$ cat src/rtl/factorial_pkg.sv
// Shared types and constants for the factorial sequencer and its multiply stepper.
package factorial_pkg;

  localparam int W_OPR      = 64;
  localparam int W_RES      = 128;
  localparam int MUL_CYCLES = 64;
  localparam int CNT_W      = $clog2(MUL_CYCLES);

  typedef enum logic [2:0] {
    IDLE  = 3'd0,
    INIT  = 3'd1,
    CHECK = 3'd2,
    MUL   = 3'd3,
    DONE  = 3'd4
  } state_t;

  localparam logic [1:0] ST_IDLE = 2'b00;
  localparam logic [1:0] ST_BUSY = 2'b10;
  localparam logic [1:0] ST_DONE = 2'b01;

endpackage

$ cat src/rtl/factorial_if.sv
// Level-signal bundle between the register block (master) and the factorial core (slave).
interface factorial_if #(
  parameter int W_OPR = factorial_pkg::W_OPR,
  parameter int W_RES = factorial_pkg::W_RES
);

  logic                   op_start;
  logic                   op_clear;
  logic                   intr_en;
  logic [W_OPR-1:0]       operand;
  logic [1:0]             op_done;
  logic [W_RES/2-1:0]     result_h;
  logic [W_RES/2-1:0]     result_l;
  logic                   irq;

  modport master (
    output op_start, op_clear, intr_en, operand,
    input  op_done, result_h, result_l, irq
  );

  modport slave (
    input  op_start, op_clear, intr_en, operand,
    output op_done, result_h, result_l, irq
  );

endinterface

$ cat src/rtl/factorial_mul_step.sv
// Radix-2 shift-add multiplier: one multiplier bit per step, fixed MUL_CYCLES steps per product.
module factorial_mul_step #(
  parameter int W_OPR = factorial_pkg::W_OPR,
  parameter int W_RES = factorial_pkg::W_RES
) (
  input  logic             clk,
  input  logic             reset,
  input  logic             flush,
  input  logic             load,
  input  logic             step,
  input  logic [W_RES-1:0] mcand_in,
  input  logic [W_OPR-1:0] mplr_in,
  output logic [W_RES-1:0] acc_next,
  output logic             last
);
  import factorial_pkg::*;

  logic [W_RES-1:0] acc;
  logic [W_RES-1:0] mcand;
  logic [W_OPR-1:0] mplr;
  logic [CNT_W-1:0] cnt;

  // acc_next is also the finished product when last is set, so the core can capture it on the final step
  always_comb begin
    if (mplr[0]) begin
      acc_next = acc + mcand;
    end else begin
      acc_next = acc;
    end
  end

  assign last = (cnt == CNT_W'(MUL_CYCLES - 1));

  always_ff @(posedge clk) begin
    if (reset || flush) begin
      acc   <= '0;
      mcand <= '0;
      mplr  <= '0;
      cnt   <= '0;
    end else if (load) begin
      acc   <= '0;
      mcand <= mcand_in;
      mplr  <= mplr_in;
      cnt   <= '0;
    end else if (step) begin
      acc   <= acc_next;
      mcand <= mcand << 1;
      mplr  <= mplr >> 1;
      cnt   <= cnt + CNT_W'(1);
    end else begin
      acc   <= acc;
      mcand <= mcand;
      mplr  <= mplr;
      cnt   <= cnt;
    end
  end

endmodule

$ cat src/rtl/factorial_core.sv
// Factorial sequencer: computes operand! mod 2^W_RES by repeated shift-add multiplication.
module factorial_core #(
  parameter int W_OPR = factorial_pkg::W_OPR,
  parameter int W_RES = factorial_pkg::W_RES
) (
  input  logic        clk,
  input  logic        reset,
  factorial_if.slave  bus
);
  import factorial_pkg::*;

  state_t           state;
  state_t           state_next;
  logic             start_d;
  logic             start_edge;
  logic [W_RES-1:0] res;
  logic [W_OPR-1:0] n;
  logic [W_RES-1:0] result;
  logic             n_le_one;
  logic             mul_load;
  logic             mul_step;
  logic             mul_last;
  logic [W_RES-1:0] acc_next;

  assign start_edge = bus.op_start & ~start_d;
  assign n_le_one   = (n <= W_OPR'(1));

  factorial_mul_step #(
    .W_OPR (W_OPR),
    .W_RES (W_RES)
  ) u_mul (
    .clk      (clk),
    .reset    (reset),
    .flush    (bus.op_clear),
    .load     (mul_load),
    .step     (mul_step),
    .mcand_in (res),
    .mplr_in  (n),
    .acc_next (acc_next),
    .last     (mul_last)
  );

  always_ff @(posedge clk) begin
    if (reset) begin
      state <= IDLE;
    end else if (bus.op_clear) begin
      state <= IDLE;
    end else begin
      state <= state_next;
    end
  end

  always_comb begin
    state_next = state;
    case (state)
      IDLE:    if (start_edge) state_next = INIT;  else state_next = IDLE;
      INIT:    state_next = CHECK;
      CHECK:   if (n_le_one)   state_next = DONE;  else state_next = MUL;
      MUL:     if (mul_last)   state_next = CHECK; else state_next = MUL;
      DONE:    if (start_edge) state_next = INIT;  else state_next = DONE;
      default: state_next = IDLE;
    endcase
  end

  // Reset forces start_d low so a start held across reset is seen as a fresh edge; clear keeps sampling
  always_ff @(posedge clk) begin
    if (reset) begin
      start_d <= 1'b0;
      res     <= '0;
      n       <= '0;
      result  <= '0;
    end else if (bus.op_clear) begin
      start_d <= bus.op_start;
      res     <= '0;
      n       <= '0;
      result  <= '0;
    end else begin
      start_d <= bus.op_start;
      case (state)
        INIT: begin
          res <= W_RES'(1);
          n   <= bus.operand;
        end
        CHECK: begin
          if (n_le_one) begin
            result <= res;
          end
        end
        MUL: begin
          if (mul_last) begin
            res <= acc_next;
            n   <= n - W_OPR'(1);
          end
        end
        default: begin
          res <= res;
        end
      endcase
    end
  end

  always_comb begin
    mul_load    = 1'b0;
    mul_step    = 1'b0;
    bus.op_done = ST_IDLE;
    case (state)
      IDLE:  bus.op_done = ST_IDLE;
      INIT:  bus.op_done = ST_BUSY;
      CHECK: begin
        bus.op_done = ST_BUSY;
        mul_load    = ~n_le_one;
      end
      MUL: begin
        bus.op_done = ST_BUSY;
        mul_step    = 1'b1;
      end
      DONE:    bus.op_done = ST_DONE;
      default: bus.op_done = ST_IDLE;
    endcase
  end

  assign bus.result_h = result[W_RES-1:W_OPR];
  assign bus.result_l = result[W_OPR-1:0];
  assign bus.irq      = bus.intr_en & (state == DONE);

endmodule
$ cat src/flat_wrapper.sv
// flat-port wrapper written by rule: the top's interface ports become plain ports
module factorial_core_flat import factorial_pkg::*;
#(
  parameter int W_OPR = factorial_pkg::W_OPR,
  parameter int W_RES = factorial_pkg::W_RES
)
  (clk, reset, bus_op_start, bus_op_clear, bus_intr_en, bus_operand, bus_op_done, bus_result_h, bus_result_l, bus_irq);
  factorial_if #(.W_OPR(W_OPR), .W_RES(W_RES)) bus_i ();
  input  logic clk;
  input  logic reset;
  input wire logic [$bits(bus_i.op_start)-1:0] bus_op_start;
  input wire logic [$bits(bus_i.op_clear)-1:0] bus_op_clear;
  input wire logic [$bits(bus_i.intr_en)-1:0] bus_intr_en;
  input wire logic [$bits(bus_i.operand)-1:0] bus_operand;
  output wire logic [$bits(bus_i.op_done)-1:0] bus_op_done;
  output wire logic [$bits(bus_i.result_h)-1:0] bus_result_h;
  output wire logic [$bits(bus_i.result_l)-1:0] bus_result_l;
  output wire logic [$bits(bus_i.irq)-1:0] bus_irq;
  assign bus_i.op_start = bus_op_start;
  assign bus_i.op_clear = bus_op_clear;
  assign bus_i.intr_en = bus_intr_en;
  assign bus_i.operand = bus_operand;
  assign bus_op_done = bus_i.op_done;
  assign bus_result_h = bus_i.result_h;
  assign bus_result_l = bus_i.result_l;
  assign bus_irq = bus_i.irq;
  factorial_core #(.W_OPR(W_OPR), .W_RES(W_RES)) u_core (.clk(clk), .reset(reset), .bus(bus_i));
endmodule
$ cat config.mk
export PLATFORM = sky130hd
export DESIGN_NAME = factorial_core_flat
export DESIGN_NICKNAME = d
export VERILOG_FILES = /design/src/rtl/factorial_pkg.sv /design/src/rtl/factorial_if.sv /design/src/rtl/factorial_mul_step.sv /design/src/rtl/factorial_core.sv /design/src/flat_wrapper.sv
export SDC_FILE = /design/constraint.sdc
export NUM_CORES = 2
export LEC_CHECK = 0
export ABC_AREA = 1
export BUFFER_PORTS_ARGS = -buffer_cell sky130_fd_sc_hd__buf_4
export CAP_MARGIN = 20
export CORE_ASPECT_RATIO = 0.75
export CORE_MARGIN = 2
export CORE_UTILIZATION = 57
export CTS_CLUSTER_SIZE = 16
export DETAILED_ROUTE_END_ITERATION = 12
export PLACE_DENSITY_LB_ADDON = 0.08
export SLEW_MARGIN = 40
export SYNTH_ARGS = -nofsm -noshare
export SYNTH_HDL_FRONTEND = slang
export SYNTH_SLANG_ARGS = --single-unit
$ cat constraint.sdc
create_clock -name clk -period 2.2 [get_ports clk]
set_input_delay 0.11 -clock clk [delete_from_list [all_inputs] [get_ports clk]]
set_output_delay 0.11 -clock clk [all_outputs]
set_load 0.02 [all_outputs]
==> metrics.csv, run 1 <==
stage,metric,value,unit
global_routing,GRT Total Usage,79.5,%
place,HPWL Detailed,121,mm
run_status,error that halted the flow,[ERROR GRT-0232] Routing congestion too high. Check the congestion heatmap in the GUI.,
run_status,status,aborted with a tool error,
synth,ys async rst share,0,%
die,Die W,311,um
clock_tree,H-tree depth,2,
synth,Cells after Synth,6858,
die,Initial Utilization,57.6,%
synth,number of synthesized register bits,650,
place,Port Buf Inserts,199,
synth,Most used DFF post-synth,dfxtp_1,
clock_tree,clock sink count,650,
synth,Ys Warns,0,
clock_tree,deepest clock path buffer count,3,
synth,post-synthesis sequential area ratio,32.2,%
clock_tree,root buffer cell,clkbuf_16,
place,Place WS,-741,ps
clock_tree,Num CTS Buffers,61,
synth,Netlist Area Pre-Place,0.0404,mm^2
synth,Post-synth EDFFs,0,
die,std cell rows,84,
synth,mean post-synth cell area,5.89,um^2
place,GP Congestion,1.10,
timing,GRT worst endpoint,u_core.res[60]$_SDFFE_PP0P_/D,
global_routing,GRT Residual Overflow,103,
timing,Worst endpoint type,register input,
synth,"Distinct cells, synth",45,
run_status,Fail Step,5_1_grt,
place,Area after DPL,0.0493,mm^2
synth,Mapped Nets,7058,
die,Top-Level Pins,200,
die,die height,235,um
global_routing,largest net degree at the start of global routing,88,
## synthesized netlist by cell type (6+ instances only)
cell	instances	share of area (%)
a21oi_1	411	5.1
a31oi_1	192	3.0
buf_1	13	0.12
buf_2	55	0.68
buf_6	24	0.67
clkbuf_1	181	1.7
dfxtp_1	650	32
ha_1	130	4.0
inv_1	938	8.7
inv_2	6	0.056
nand2_1	2441	23
nand3_1	176	2.2
nand4_1	26	0.40
nor2_1	979	9.1
nor2_2	11	0.17
nor3_1	49	0.61
o211ai_1	29	0.54
o21ai_0	345	4.3
o21ai_1	39	0.48
o21bai_1	8	0.15
or2_2	9	0.14
xnor2_1	29	0.63
xor2_1	61	1.3
## cell families after synthesis
logic type | after synthesis | share of synthesized area, %
buffers and inverters | 1219 | 11.9
DFF | 650 | 32.2
adders and majority gates | 131 | 4.07
AOI/OAI and AO/OA | 1049 | 14.0
xor gates and xnor gates | 90 | 1.95
and+or+nand+nor | 3719 | 35.8
## repair_timing
item                        CTS
cloned                       19
pin swaps                   439
buffers inserted             99
setup endpoints to repair   596
hold buffers                 68
hold endpoints to repair     86
gates resized for setup    1811
## per-stage QoR
| step | hold WS (ps) | instances |
|---|---|---|
| 4_1_cts | 281 | 8922 |
| 3_5_place_dp | 305 | 8629 |
| 3_3_place_gp | 300 | 8629 |
| 2_1_floorplan | 182 | 6858 |
## metal layers
metal,overflow,track usage (%)
met1,4,80.9
met2,41,93.2
met3,11,66.6
met4,44,76.7
met5,3,42.9
==> run 2: changes to the inputs <==
--- a/config.mk
+++ b/config.mk
@@ -8,12 +8,10 @@
 export ABC_AREA = 1
 export BUFFER_PORTS_ARGS = -buffer_cell sky130_fd_sc_hd__buf_4
 export CAP_MARGIN = 20
-export CORE_ASPECT_RATIO = 0.75
 export CORE_MARGIN = 2
-export CORE_UTILIZATION = 57
-export CTS_CLUSTER_SIZE = 16
+export CORE_UTILIZATION = 40
 export DETAILED_ROUTE_END_ITERATION = 12
-export PLACE_DENSITY_LB_ADDON = 0.08
+export PLACE_DENSITY_LB_ADDON = 0.15
 export SLEW_MARGIN = 40
 export SYNTH_ARGS = -nofsm -noshare
 export SYNTH_HDL_FRONTEND = slang
==> constraint.sdc (replaced) <==
create_clock -name clk -period 2.85 [get_ports clk]
set_input_delay 0.1425 -clock clk [delete_from_list [all_inputs] [get_ports clk]]
set_output_delay 0.1425 -clock clk [all_outputs]
set_load 0.02 [all_outputs]
==> run 2 against run 1 <==
Synthesized area unchanged. The run now ends clean. Synthesized cell count unchanged.
==> metrics.csv, run 2 <==
stage,metric,value,unit,change
run_status,status,completed,,was aborted with a tool error
timing,Clock Skew,33.5,ps,
synth,most common cell in the netlist,nand2_1,,unchanged
die,std cell rows,116,,was 84
clock_tree,deepest clock path buffer count,3,,unchanged
synth,simple-gate share of the synthesized area,35.8,%,unchanged
critical_path,"Req. time, crit path",3360,ps,
layout,multi-input logic area,0.0231,mm^2,
global_routing,largest net degree at the start of global routing,158,,
layout,Final nets,7525,,
die,Die W,322,um,was 311 um
timing,fin crit share,96.9,%,
synth,Ys Warns,0,,unchanged
synth,synth top area cells,"dfxtp_1, nand2_1, nor2_1, inv_1, a21oi_1",,unchanged
place,Place WS,-189,ps,was -741 ps
pwr,Worst VDD drop,423,uV,
route,First-pass DRT Iterations,6,,
route,DRT Wirelength,156,mm,
place,GP Congestion,1.08,,was 1.10
route,# DRC,0,,
synth,"Distinct cells, synth",45,,unchanged
critical_path,CP startpoint kind,register,,
synth,number of synthesized register bits,650,,unchanged
synth,Synth Area in XOR/XNOR,1.95,%,unchanged
synth,combinational family with the most area after synthesis,simple AND/OR/NAND/NOR gates,,unchanged
timing,Least-Margin Pin Slew,878,ps,
clock_tree,"Clk Latency, worst-skew pair",670,ps,
global_routing,GRT Residual Overflow,0,,
layout,final std cells w/o fill,8684,,
clock_tree,Num CTS Buffers,77,,was 61
clock_tree,root buffer cell,clkbuf_16,,unchanged
critical_path,CP max FO,5,,
die,Initial Utilization,40.3,%,was 57.6%
die,DIE AREA,0.104,mm^2,
route,drt via density,4.99,,
synth,share of synthesized area spent on multiplexers,0,%,unchanged
pwr,Tot Pwr,20.8,mW,
die,Top-Level Pins,200,,unchanged
route,number of DRC markers in iteration 0,3195,,
pwr,Psw,5.10,mW,
timing,max-slew violations,0,,
layout,register area,0.0130,mm^2,
pwr,Cell Pwr Density,420,mW/mm^2,
route,antenna violation net count after detailed routing,0,,
hold_path,Hold/Removal Path Class,input pin to register,,
synth,Commonest cells post-synth,"nand2_1, nor2_1, inv_1",,unchanged
timing,"Setup violations, final",0,,
synth,complex-gate fraction of the synthesized area,14.0,%,unchanged
pwr,leak pwr,23.7,nW,
timing,setup ws final,88.9,ps,
flow_run,Max-Cap Viols,0,,
synth,adder-cell share of the synthesized area,4.07,%,unchanged
pwr,combinational share of power,6.2,%,
clock_tree,clock tree from TritonCTS,built,,
layout,"commonest cells after routing, fill and taps aside","nand2_1, inv_1, nor2_1",,
pwr,Sequential Power Share,44.3,%,
critical_path,Crit Path Class,register to register,,
global_routing,first-pass GRT wire length,239,mm,
synth,Mapped Nets,7058,,unchanged
synth,Most used DFF post-synth,dfxtp_1,,unchanged
route,via count,43355,,
synth,mean post-synth cell area,5.89,um^2,unchanged
pwr,Net Sw Frac,24.5,%,
global_routing,initial antenna violation count,1,,
clock_tree,Clock Pin Slew Worst Setup and Hold Paths,60,ps,
timing,FMAX,0.362,GHz,
pwr,clock share of power,49.6,%,
global_routing,vias in the first global route,40901,,
layout,layout cells sized above 1,12.3,%,
die,Core ar.,0.100,mm^2,
critical_path,Worst setup EP type,register,,
route,drt wl/cell,18.0,um,
timing,final hold violation count,0,,
synth,Cells after Synth,6858,,unchanged
place,HPWL Detailed,121,mm,about the same
synth,ys async rst share,0,%,unchanged
synth,Post-synth EDFFs,0,,unchanged
die,die height,322,um,was 235 um
synth,Netlist Area Pre-Place,0.0404,mm^2,unchanged
layout,# fillers,10645,,
timing,unrepaired setup endpoints after global routing,true,,
synth,cell taking the most area after synthesis,dfxtp_1,,unchanged
timing,Slew headroom,41.4,%,
pwr,Power Internal,15.7,mW,
synth,post-synthesis sequential area ratio,32.2,%,unchanged
place,Port Buf Inserts,199,,unchanged
clock_tree,H-tree depth,3,,was 2
layout,Area Overhead vs Synth,22.7,%,
global_routing,GRT Total Usage,29.6,%,
timing,Period minus WS final,2760,ps,
layout,"leading cell type in the layout, fill and taps excluded",nand2_1,,
place,placed cell count,8471,,was 8629
synth,Yosys top cell area share,32.2,%,unchanged
critical_path,WP data arrival,3270,ps,
clock_tree,clock sink count,650,,unchanged
==> run 2: cell counts after synthesis <==
Identical to the previous run, type by type.
==> run 2: layout make-up <==
type / count / share of cell area (%)
Timing Repair inverter: 1 / 0.0101
Antenna cell: 1 / 0.00505
Sequential cell: 650 / 26.3
Tap cell: 1298 / 3.28
Clock inverter: 37 / 0.989
Clock buffer: 102 / 4.34
Inverter: 945 / 7.21
Multi-Input combinational cell: 4989 / 46.6
Timing Repair Buffer: 661 / 11.3
==> run 2: critical path, stage by stage, from the launching register on <==
cell,delay [ps]
dfxtp_1,350
ha_1,380
nand2_1,120
buf_4,150
nor2_1,220
nand2_1,210
nor2_1,280
nand2_1,130
nor3_1,150
buf_4,140
nand2_1,130
nand3_1,110
nand3_1,90
nand2_1,100
a21oi_1,60
==> run 2: cells by family (layout without fill, tap and decap cells) <==
kind of cell / count (synthesis) / after routing
AND/OR/NAND/NOR: 3719 / 3719
buffers and inverters: 1219 / 1746
AO/OA/AOI/OAI: 1049 / 1049
flip-flops: 650 / 650
adder cells (fa/ha/maj): 131 / 131
XOR/XNOR: 90 / 90
other: 0 / 1
==> run 2: per-layer routing <==
layer,part of all wire (%),vias up,GRT usage (%)
met5,0,-,0
met4,4.5,0,11.6
met3,4.2,261,3.49
met2,47,948,50.2
met1,45,19898,38.3
li1,-,22248,-
==> run 2: path summary, 6_finish.rpt <==
path                                              start               endpoint  slack (ps)  cells past startpoint
worst max-delay path            u_core.u_mul.mcand[113]  u_core.u_mul.acc[120]          90                     14
worst min-delay path                     bus_operand[0]            u_core.n[0]         340                      4
worst max register to register  u_core.u_mul.mcand[113]  u_core.u_mul.acc[120]          90                     14
worst min register to register    u_core.u_mul.mplr[63]  u_core.u_mul.mplr[63]         460                      2
==> run 2: power by group through the flow <==
stage	logic, mW	registers [mW]	clock network (mW)
floorplan	0.760	9.40	0
global placement	1.19	9.41	0
detailed placement	1.19	9.41	0
CTS	1.27	9.21	10.5
global route	1.41	9.21	10.9
finish	1.28	9.21	10.3
==> run 2: through the flow <==
| step | setup TNS, ps | utilization [%] | area [um^2] | hold slack, ps |
|---|---|---|---|---|
| CTS | 0 | 49.0 | 49100 | 304 |
| global route | -89.1 | 49.5 | 49600 | 319 |
| detailed placement | -3840 | 45.6 | 45700 | 342 |
| finish | 0 | 49.5 | 49600 | 338 |
| floorplan | 0 | - | 40400 | 215 |
| global placement | -3490 | 45.6 | 45700 | 333 |
==> run 2: repair_timing <==
action | CTS | global route
setup buffers | 1 | 3
cloned | 0 | 1
hold endpoints to repair | 67 | 0
hold buffers | 68 | 0
pin swaps | 2 | 3
endpoints found under the setup margin | 64 | 205
gates resized for setup | 24 | 143
(Power assumes the default switching activity.)
